File: src/rtl/elevator_pkg.sv
// Shared types and sizes for the elevator request queue.
// Floor indices are 3 bits wide, so at most 8 floors are served.
package elevator_pkg;
   localparam int FLOOR_IDX_W = 3;
   localparam int MAX_FLOORS  = 8;
   typedef logic [FLOOR_IDX_W-1:0] floor_idx_t;
endpackage

File: src/rtl/elevator_button_sync.sv
// Car panel button conditioner: 2-flop synchronizer per bit followed
// by a rising-edge detector.
// Ports: clk, reset (sync, active-high), buttons[7:0] raw async inputs,
//        press_pulse[7:0] one-cycle pulse per detected press.
module elevator_button_sync
   import elevator_pkg::*;
(
   input  logic                  clk,
   input  logic                  reset,
   input  logic [MAX_FLOORS-1:0] buttons,
   output logic [MAX_FLOORS-1:0] press_pulse
);

   logic [MAX_FLOORS-1:0] meta;
   logic [MAX_FLOORS-1:0] sync;
   logic [MAX_FLOORS-1:0] prev;

   always_ff @(posedge clk) begin
      if (reset) begin
         meta <= '0;
         sync <= '0;
         prev <= '0;
      end else begin
         meta <= buttons;
         sync <= meta;
         prev <= sync;
      end
   end

   // prev clears on reset, so a button held through reset
   // release still shows one rise afterwards.
   assign press_pulse = sync & ~prev;

endmodule

File: src/rtl/elevator_request_queue.sv
// Pending floor request register for one car, set/cleared by the
// controller bus and set by the car push-button panel.
// Ports: clk, reset (sync, active-high); r_nwr (0 = write),
//        deassert_floor (1 = clear), requested_floor[2:0];
//        buttons[7:0] raw panel; queue_status[FLOOR_COUNT-1:0];
//        button_panel_light[7:0] lamps mirroring the queue.
module elevator_request_queue
   import elevator_pkg::*;
#(
   parameter int FLOOR_COUNT = 7
) (
   input  logic                   clk,
   input  logic                   reset,
   input  logic                   r_nwr,
   input  logic                   deassert_floor,
   input  logic [FLOOR_IDX_W-1:0] requested_floor,
   input  logic [MAX_FLOORS-1:0]  buttons,
   output logic [FLOOR_COUNT-1:0] queue_status,
   output logic [MAX_FLOORS-1:0]  button_panel_light
);

   localparam logic [FLOOR_IDX_W:0] FC =
      (FLOOR_IDX_W+1)'(FLOOR_COUNT);

   localparam logic [MAX_FLOORS-1:0] FLOOR_MASK =
      MAX_FLOORS'((9'd1 << FLOOR_COUNT) - 9'd1);

   logic [MAX_FLOORS-1:0] press_pulse;
   logic [MAX_FLOORS-1:0] onehot;
   logic [MAX_FLOORS-1:0] set_mask;
   logic [MAX_FLOORS-1:0] clr_mask;
   logic [MAX_FLOORS-1:0] cur;
   logic [MAX_FLOORS-1:0] nxt;
   logic                  wr_ok;

   elevator_button_sync u_sync (
      .clk         (clk),
      .reset       (reset),
      .buttons     (buttons),
      .press_pulse (press_pulse)
   );

   // Out-of-range floors never reach the masks.
   assign wr_ok  = !r_nwr && ({1'b0, requested_floor} < FC);
   assign onehot = MAX_FLOORS'(1) << requested_floor;

   always_comb begin
      set_mask = '0;
      clr_mask = '0;
      if (wr_ok) begin
         if (deassert_floor) clr_mask = onehot;
         else                set_mask = onehot;
      end
   end

   assign cur = MAX_FLOORS'(queue_status);

   // Clear is applied last so a bus clear beats a same-cycle press.
   assign nxt = ((cur | set_mask | press_pulse) & ~clr_mask)
                & FLOOR_MASK;

   always_ff @(posedge clk) begin
      if (reset) begin
         queue_status       <= '0;
         button_panel_light <= '0;
      end else begin
         queue_status       <= nxt[FLOOR_COUNT-1:0];
         button_panel_light <= nxt;
      end
   end

endmodule

File: config.mk
export PLATFORM = sky130hd
export DESIGN_NAME = elevator_request_queue
export DESIGN_NICKNAME = d
export VERILOG_FILES = /design/src/rtl/elevator_pkg.sv /design/src/rtl/elevator_button_sync.sv /design/src/rtl/elevator_request_queue.sv
export SDC_FILE = /design/constraint.sdc
export NUM_CORES = 1
export LEC_CHECK = 0
export ABC_CLOCK_PERIOD_IN_PS = 2100
export CAP_MARGIN = 20
export CORE_ASPECT_RATIO = 0.75
export CORE_MARGIN = 1
export CORE_UTILIZATION = 50
export DETAILED_ROUTE_END_ITERATION = 10
export PLACE_DENSITY = 0.82
export SLEW_MARGIN = 20
export SYNTH_ARGS = -nofsm -noshare
export SYNTH_HDL_FRONTEND = slang
export SYNTH_HIERARCHICAL = 1
export SYNTH_SLANG_ARGS = --single-unit
File: constraint.sdc
create_clock -name clk -period 2.1 [get_ports clk]
set_input_delay 0.21 -clock clk [delete_from_list [all_inputs] [get_ports clk]]
set_output_delay 0.21 -clock clk [all_outputs]
set_load 0.03 [all_outputs]
==> impl_metrics.toml, run 1 <==
[synth]
synth_cells = 90
avgSynthCellArea_um2 = 11.8
yosysWarnings = 6
synth_nets = 105
syn_area_um2 = 1060

[placed_design]
io_buffers = 27
gp_congestion = 0.671
dp_hpwl_mm = 1.11

[routing]
drc = 0
drt_iter0_drc = 7
final_antenna_net_count = 0
firstDrtPassIters = 2
route.vias.total = 639
wl_per_cell_um = 10.5
routed_via_density = 4.70
wl_mm = 1.43

[clocking]
cts-buffers-inserted = 3
max-clock-path-buffers = 2
htreeDepth = 1
root_buffer = "clkbuf_4"
holdBufCountCts = 0
insertion_delay_ns = 0.31
cts-resized-gates = 0
cts_sinks = 28
clkSlewWorstSetupHoldPaths_ns = 0.13
cts_setup_buffers = 0
cts_tree = "built"

[final_layout]
nNetsFinal = 128
area_delta_synth_final_pct = 24.9
drive_above_1_share_pct = 17.9
n_fill_cell = 168
antenna_cells = 0

[critical_path]
cp_top_family = "buffers and inverters"
cpMaxStageDelayCell = "clkdlybuf4s50_1"
critical_path_class = "flop to output pin"
path_buf_inv = 1
critPathCaptureType = "output pin"
crit_path_max_incr_delay_ns = 0.69
start_kind = "flop"
critical_path.max_fanout = 3
arrival_ns = 1.38
cp_cell_sequence = "clkdlybuf4s50_1"
required_ns = 1.89

[power]
p_per_area_nw_per_um2 = 727
peakVddDrop_mv = 0.531
leakagePower_uw = 0.000523
p_total_uw = 964

[timing]
finalHoldViolCount = 0
fin_crit_ns = 1.59
finalSetupViolations = 0
fin_setup_tns_ns = 0
period_share_pct = 75.8
rsz0062_at_grt = "false"
skew_ns = 0.00271
max_freq_mhz = 629
maxSlewViolCount = 0

[grt]
grt_util_met2_pct = 23.9
grt_pass1_vias = 598
top_usage_layer = "met2"
grt-ovfl-total = 0
gr-usage-met3_pct = 5.92
met1_usage_pct = 15.8
grt_max_degree = 20
grt_usage_pct = 13.7
grt_pass1_wl_mm = 2.49
antenna_found_initial = 0

[worst_hold_path]
min_path_type = "primary input to flop"

[die]
die_w_um = 55.2
coreArea_um2 = 2000
ios = 30
dieHeight_um = 41.9
core.rowCount = 14
die_area_um2 = 2310
initial_core_util_pct = 53.2

[job]
maxCapViolCount = 0

[outcome]
status = "finished, final reports clean"
[metal layers]
metal	routed length, um	vias up
met1	638	287
met4	8	0
met5	0	-
met3	83	2
li1	-	330
met2	695	20
[metrics by stage]
step / hold WS (ns) / area, um^2 / setup WS [ns] / instances / utilization, %
2_1_floorplan: 0.335 / 1060 / 1.17 / 90 / -
3_3_place_gp: 0.417 / 1290 / 0.672 / 132 / 64.6
3_5_place_dp: 0.424 / 1290 / 0.669 / 132 / 64.6
4_1_cts: 0.418 / 1330 / 0.481 / 136 / 66.4
5_1_grt: 0.416 / 1330 / 0.440 / 136 / 66.4
6_report: 0.431 / 1330 / 0.509 / 136 / 66.4
[worst paths after layout]
check	startpoint	end	slack, ns	depth (start not counted)
setup / recovery	button_panel_light[3]	button_panel_light[3]	0.51	1
setup reg to reg	u_sync/sync[0]	button_panel_light[0]	1.33	3
hold reg to reg	u_sync/meta[2]	u_sync/sync[2]	0.45	1
hold / removal	buttons[2]	u_sync/meta[2]	0.43	2
[placed cells by master, fill, tap and decap left out]
cell type,n
clkdlybuf4s50_1,27
nor4b_1,3
clkbuf_8,1
nor4_1,1
nor2b_1,13
or2_0,1
buf_4,2
and2b_1,1
mux2i_1,7
conb_1,1
nor2b_2,14
and4bb_1,3
o21bai_1,7
dfxtp_1,28
clkbuf_4,3
[sequential cells by signal, indices dropped and copies added (netlist names)]
signal              count
u_sync/sync             7
u_sync/meta             7
button_panel_light      7
u_sync/prev             7
[cell type report]
type	instances	area, um^2	share of cell area (%)
Sequential cell	28	561	42.3
Timing Repair Buffer	29	285	21.5
Tap cell	24	30.0	2.26
Multi-Input combinational cell	51	414	31.2
Clock buffer	4	36.3	2.74
[report_power, final]
| part | switching (uW) | internal [uW] | leakage [uW] |
|---|---|---|---|
| sequential | 10.1 | 556 | 0.000230 |
| combinational | 72.7 | 78.2 | 0.000272 |
| clock | 141 | 106 | 0.0000210 |
| total | 224 | 740 | 0.000523 |
Power figures use the tool's default switching activity.
==> inputs of run 2 (changes only) <==
- ABC_CLOCK_PERIOD_IN_PS: 2100 -> 1600
- CORE_UTILIZATION: 50 -> 47
- PLACE_DENSITY: 0.82 -> 0.78
- clock period: 2.1 -> 1.6 ns (I/O delays scaled with it)
==> run 2 against run 1 <==
Compared with the run above: the run now ends with DRC left; cell area up 3.5%; first-iteration DRC count up 140%; clock power up 83%; flip-flop and latch count unchanged; worst setup slack worse by 0.44 ns.
==> impl_metrics.toml, run 2 (synthesis results as in run 1) <==
[outcome]
status = "complete, but fails checks"
violations = "DRC"

[routing]
drt_iter0_drc = 17
drc = 8
final_antenna_net_count = 0
wl_per_cell_um = 11.0
route.vias.total = 640
wl_mm = 1.48
routed_via_density = 4.74
firstDrtPassIters = 7

[grt]
antenna_found_initial = 0
grt_usage_pct = 13.5
grt-ovfl-total = 0
grt_max_degree = 29
grt_pass1_vias = 558
grt_pass1_wl_mm = 2.41

[final_layout]
drive_above_1_share_pct = 17.1
antenna_cells = 0
final_common_cell = "dfxtp_1"
mostFrequentLayoutCells = "dfxtp_1, clkdlybuf4s50_1, nor2b_2, nor2b_1, dlymetal6s2s_1"
fin_util_pct = 66.4
nNetsFinal = 127
area_delta_synth_final_pct = 29.2

[timing]
max_freq_mhz = 652
maxSlewViolCount = 0
fin_setup_tns_ns = 0
skew_ns = 0.00107
finalSetupViolations = 0
fin_crit_ns = 1.53
period_share_pct = 95.9
rsz0062_at_grt = "false"
finalHoldViolCount = 0

[power]
p_per_area_nw_per_um2 = 1020
peakVddDrop_mv = 0.724
p_total_uw = 1390
leakagePower_uw = 0.000694

[critical_path]
required_ns = 1.44
critical_path.max_fanout = 3
start_kind = "flop"
critPathCaptureType = "output pin"
critical_path_class = "flop to output pin"
cp_top_family = "buffers and inverters"
path_buf_inv = 1
cpMaxStageDelayCell = "clkdlybuf4s50_1"
crit_path_max_incr_delay_ns = 0.68
arrival_ns = 1.37
cp_cell_sequence = "clkdlybuf4s50_1"

[clocking]
holdBufCountCts = 0
clkSlewWorstSetupHoldPaths_ns = 0.14
insertion_delay_ns = 0.32
max-clock-path-buffers = 2
root_buffer = "clkbuf_4"
cts_tree = "built"
cts_sinks = 28
cts-resized-gates = 0
htreeDepth = 1
cts_setup_buffers = 0
cts-buffers-inserted = 3

[die]
die_w_um = 56.9
die_area_um2 = 2460
initial_core_util_pct = 51.4
dieHeight_um = 43.2
coreArea_um2 = 2070
ios = 30
core.rowCount = 14

[placed_design]
io_buffers = 27
dp_hpwl_mm = 1.03
gp_congestion = 0.676

[job]
maxCapViolCount = 0

[worst_hold_path]
min_path_type = "primary input to flop"
[run 2: cell count changes in the layout (fill, tap and decap cells not counted), sizes merged]
| cell | change |
|---|---|
| clkdlybuf4s50 | -10 |
| dlymetal6s2s | +10 |
| buf | -1 |
| bufinv | +1 |
| clkbuf | -1 |
[run 2: path summary, 6_finish.rpt]
| path | start | endpoint | slack [ns] | depth (start not counted) |
|---|---|---|---|---|
| worst max-delay path | button_panel_light[0] | queue_status[0] | 0.07 | 1 |
| worst min-delay path | buttons[2] | u_sync/meta[2] | 0.36 | 2 |
| worst max register to register | u_sync/sync[0] | button_panel_light[0] | 0.81 | 3 |
| worst min register to register | u_sync/meta[1] | u_sync/sync[1] | 0.45 | 1 |
[run 2: layout make-up]
type	count	area, um^2
tap	24	30.0
clock buffer	3	22.5
clock inverter	1	30.0
multi-input combinational	51	414
sequential	28	561
fill	171	694
timing repair buffer	28	315
[run 2: power by group]
group / leakage (uW) / total [uW] / switching [uW] / internal (uW)
sequential: 0.000230 / 743 / 13.1 / 730
clock: 0.0000279 / 452 / 198 / 254
combinational: 0.000436 / 198 / 96.8 / 102
total: 0.000694 / 1390 / 308 / 1090
[run 2: per-stage QoR]
| stage | cell area (um^2) | hold slack, ns | worst slack [ns] | std cells |
|---|---|---|---|---|
| 2_1_floorplan | 1060 | 0.285 | 0.721 | 90 |
| 3_3_place_gp | 1290 | 0.418 | 0.209 | 131 |
| 3_5_place_dp | 1290 | 0.424 | 0.204 | 131 |
| 4_1_cts | 1350 | 0.349 | 0.0314 | 135 |
| 5_1_grt | 1370 | 0.346 | 0.00105 | 135 |
| 6_report | 1370 | 0.363 | 0.0653 | 135 |
[run 2: per-layer routing]
metal  GRT usage (%)  share of wire, %  vias up
met5               0                 0        -
met4            4.39              0.74        0
met3            6.71                11        2
met2            22.1                42       26
met1            15.4                46      278
li1                -                 -      334
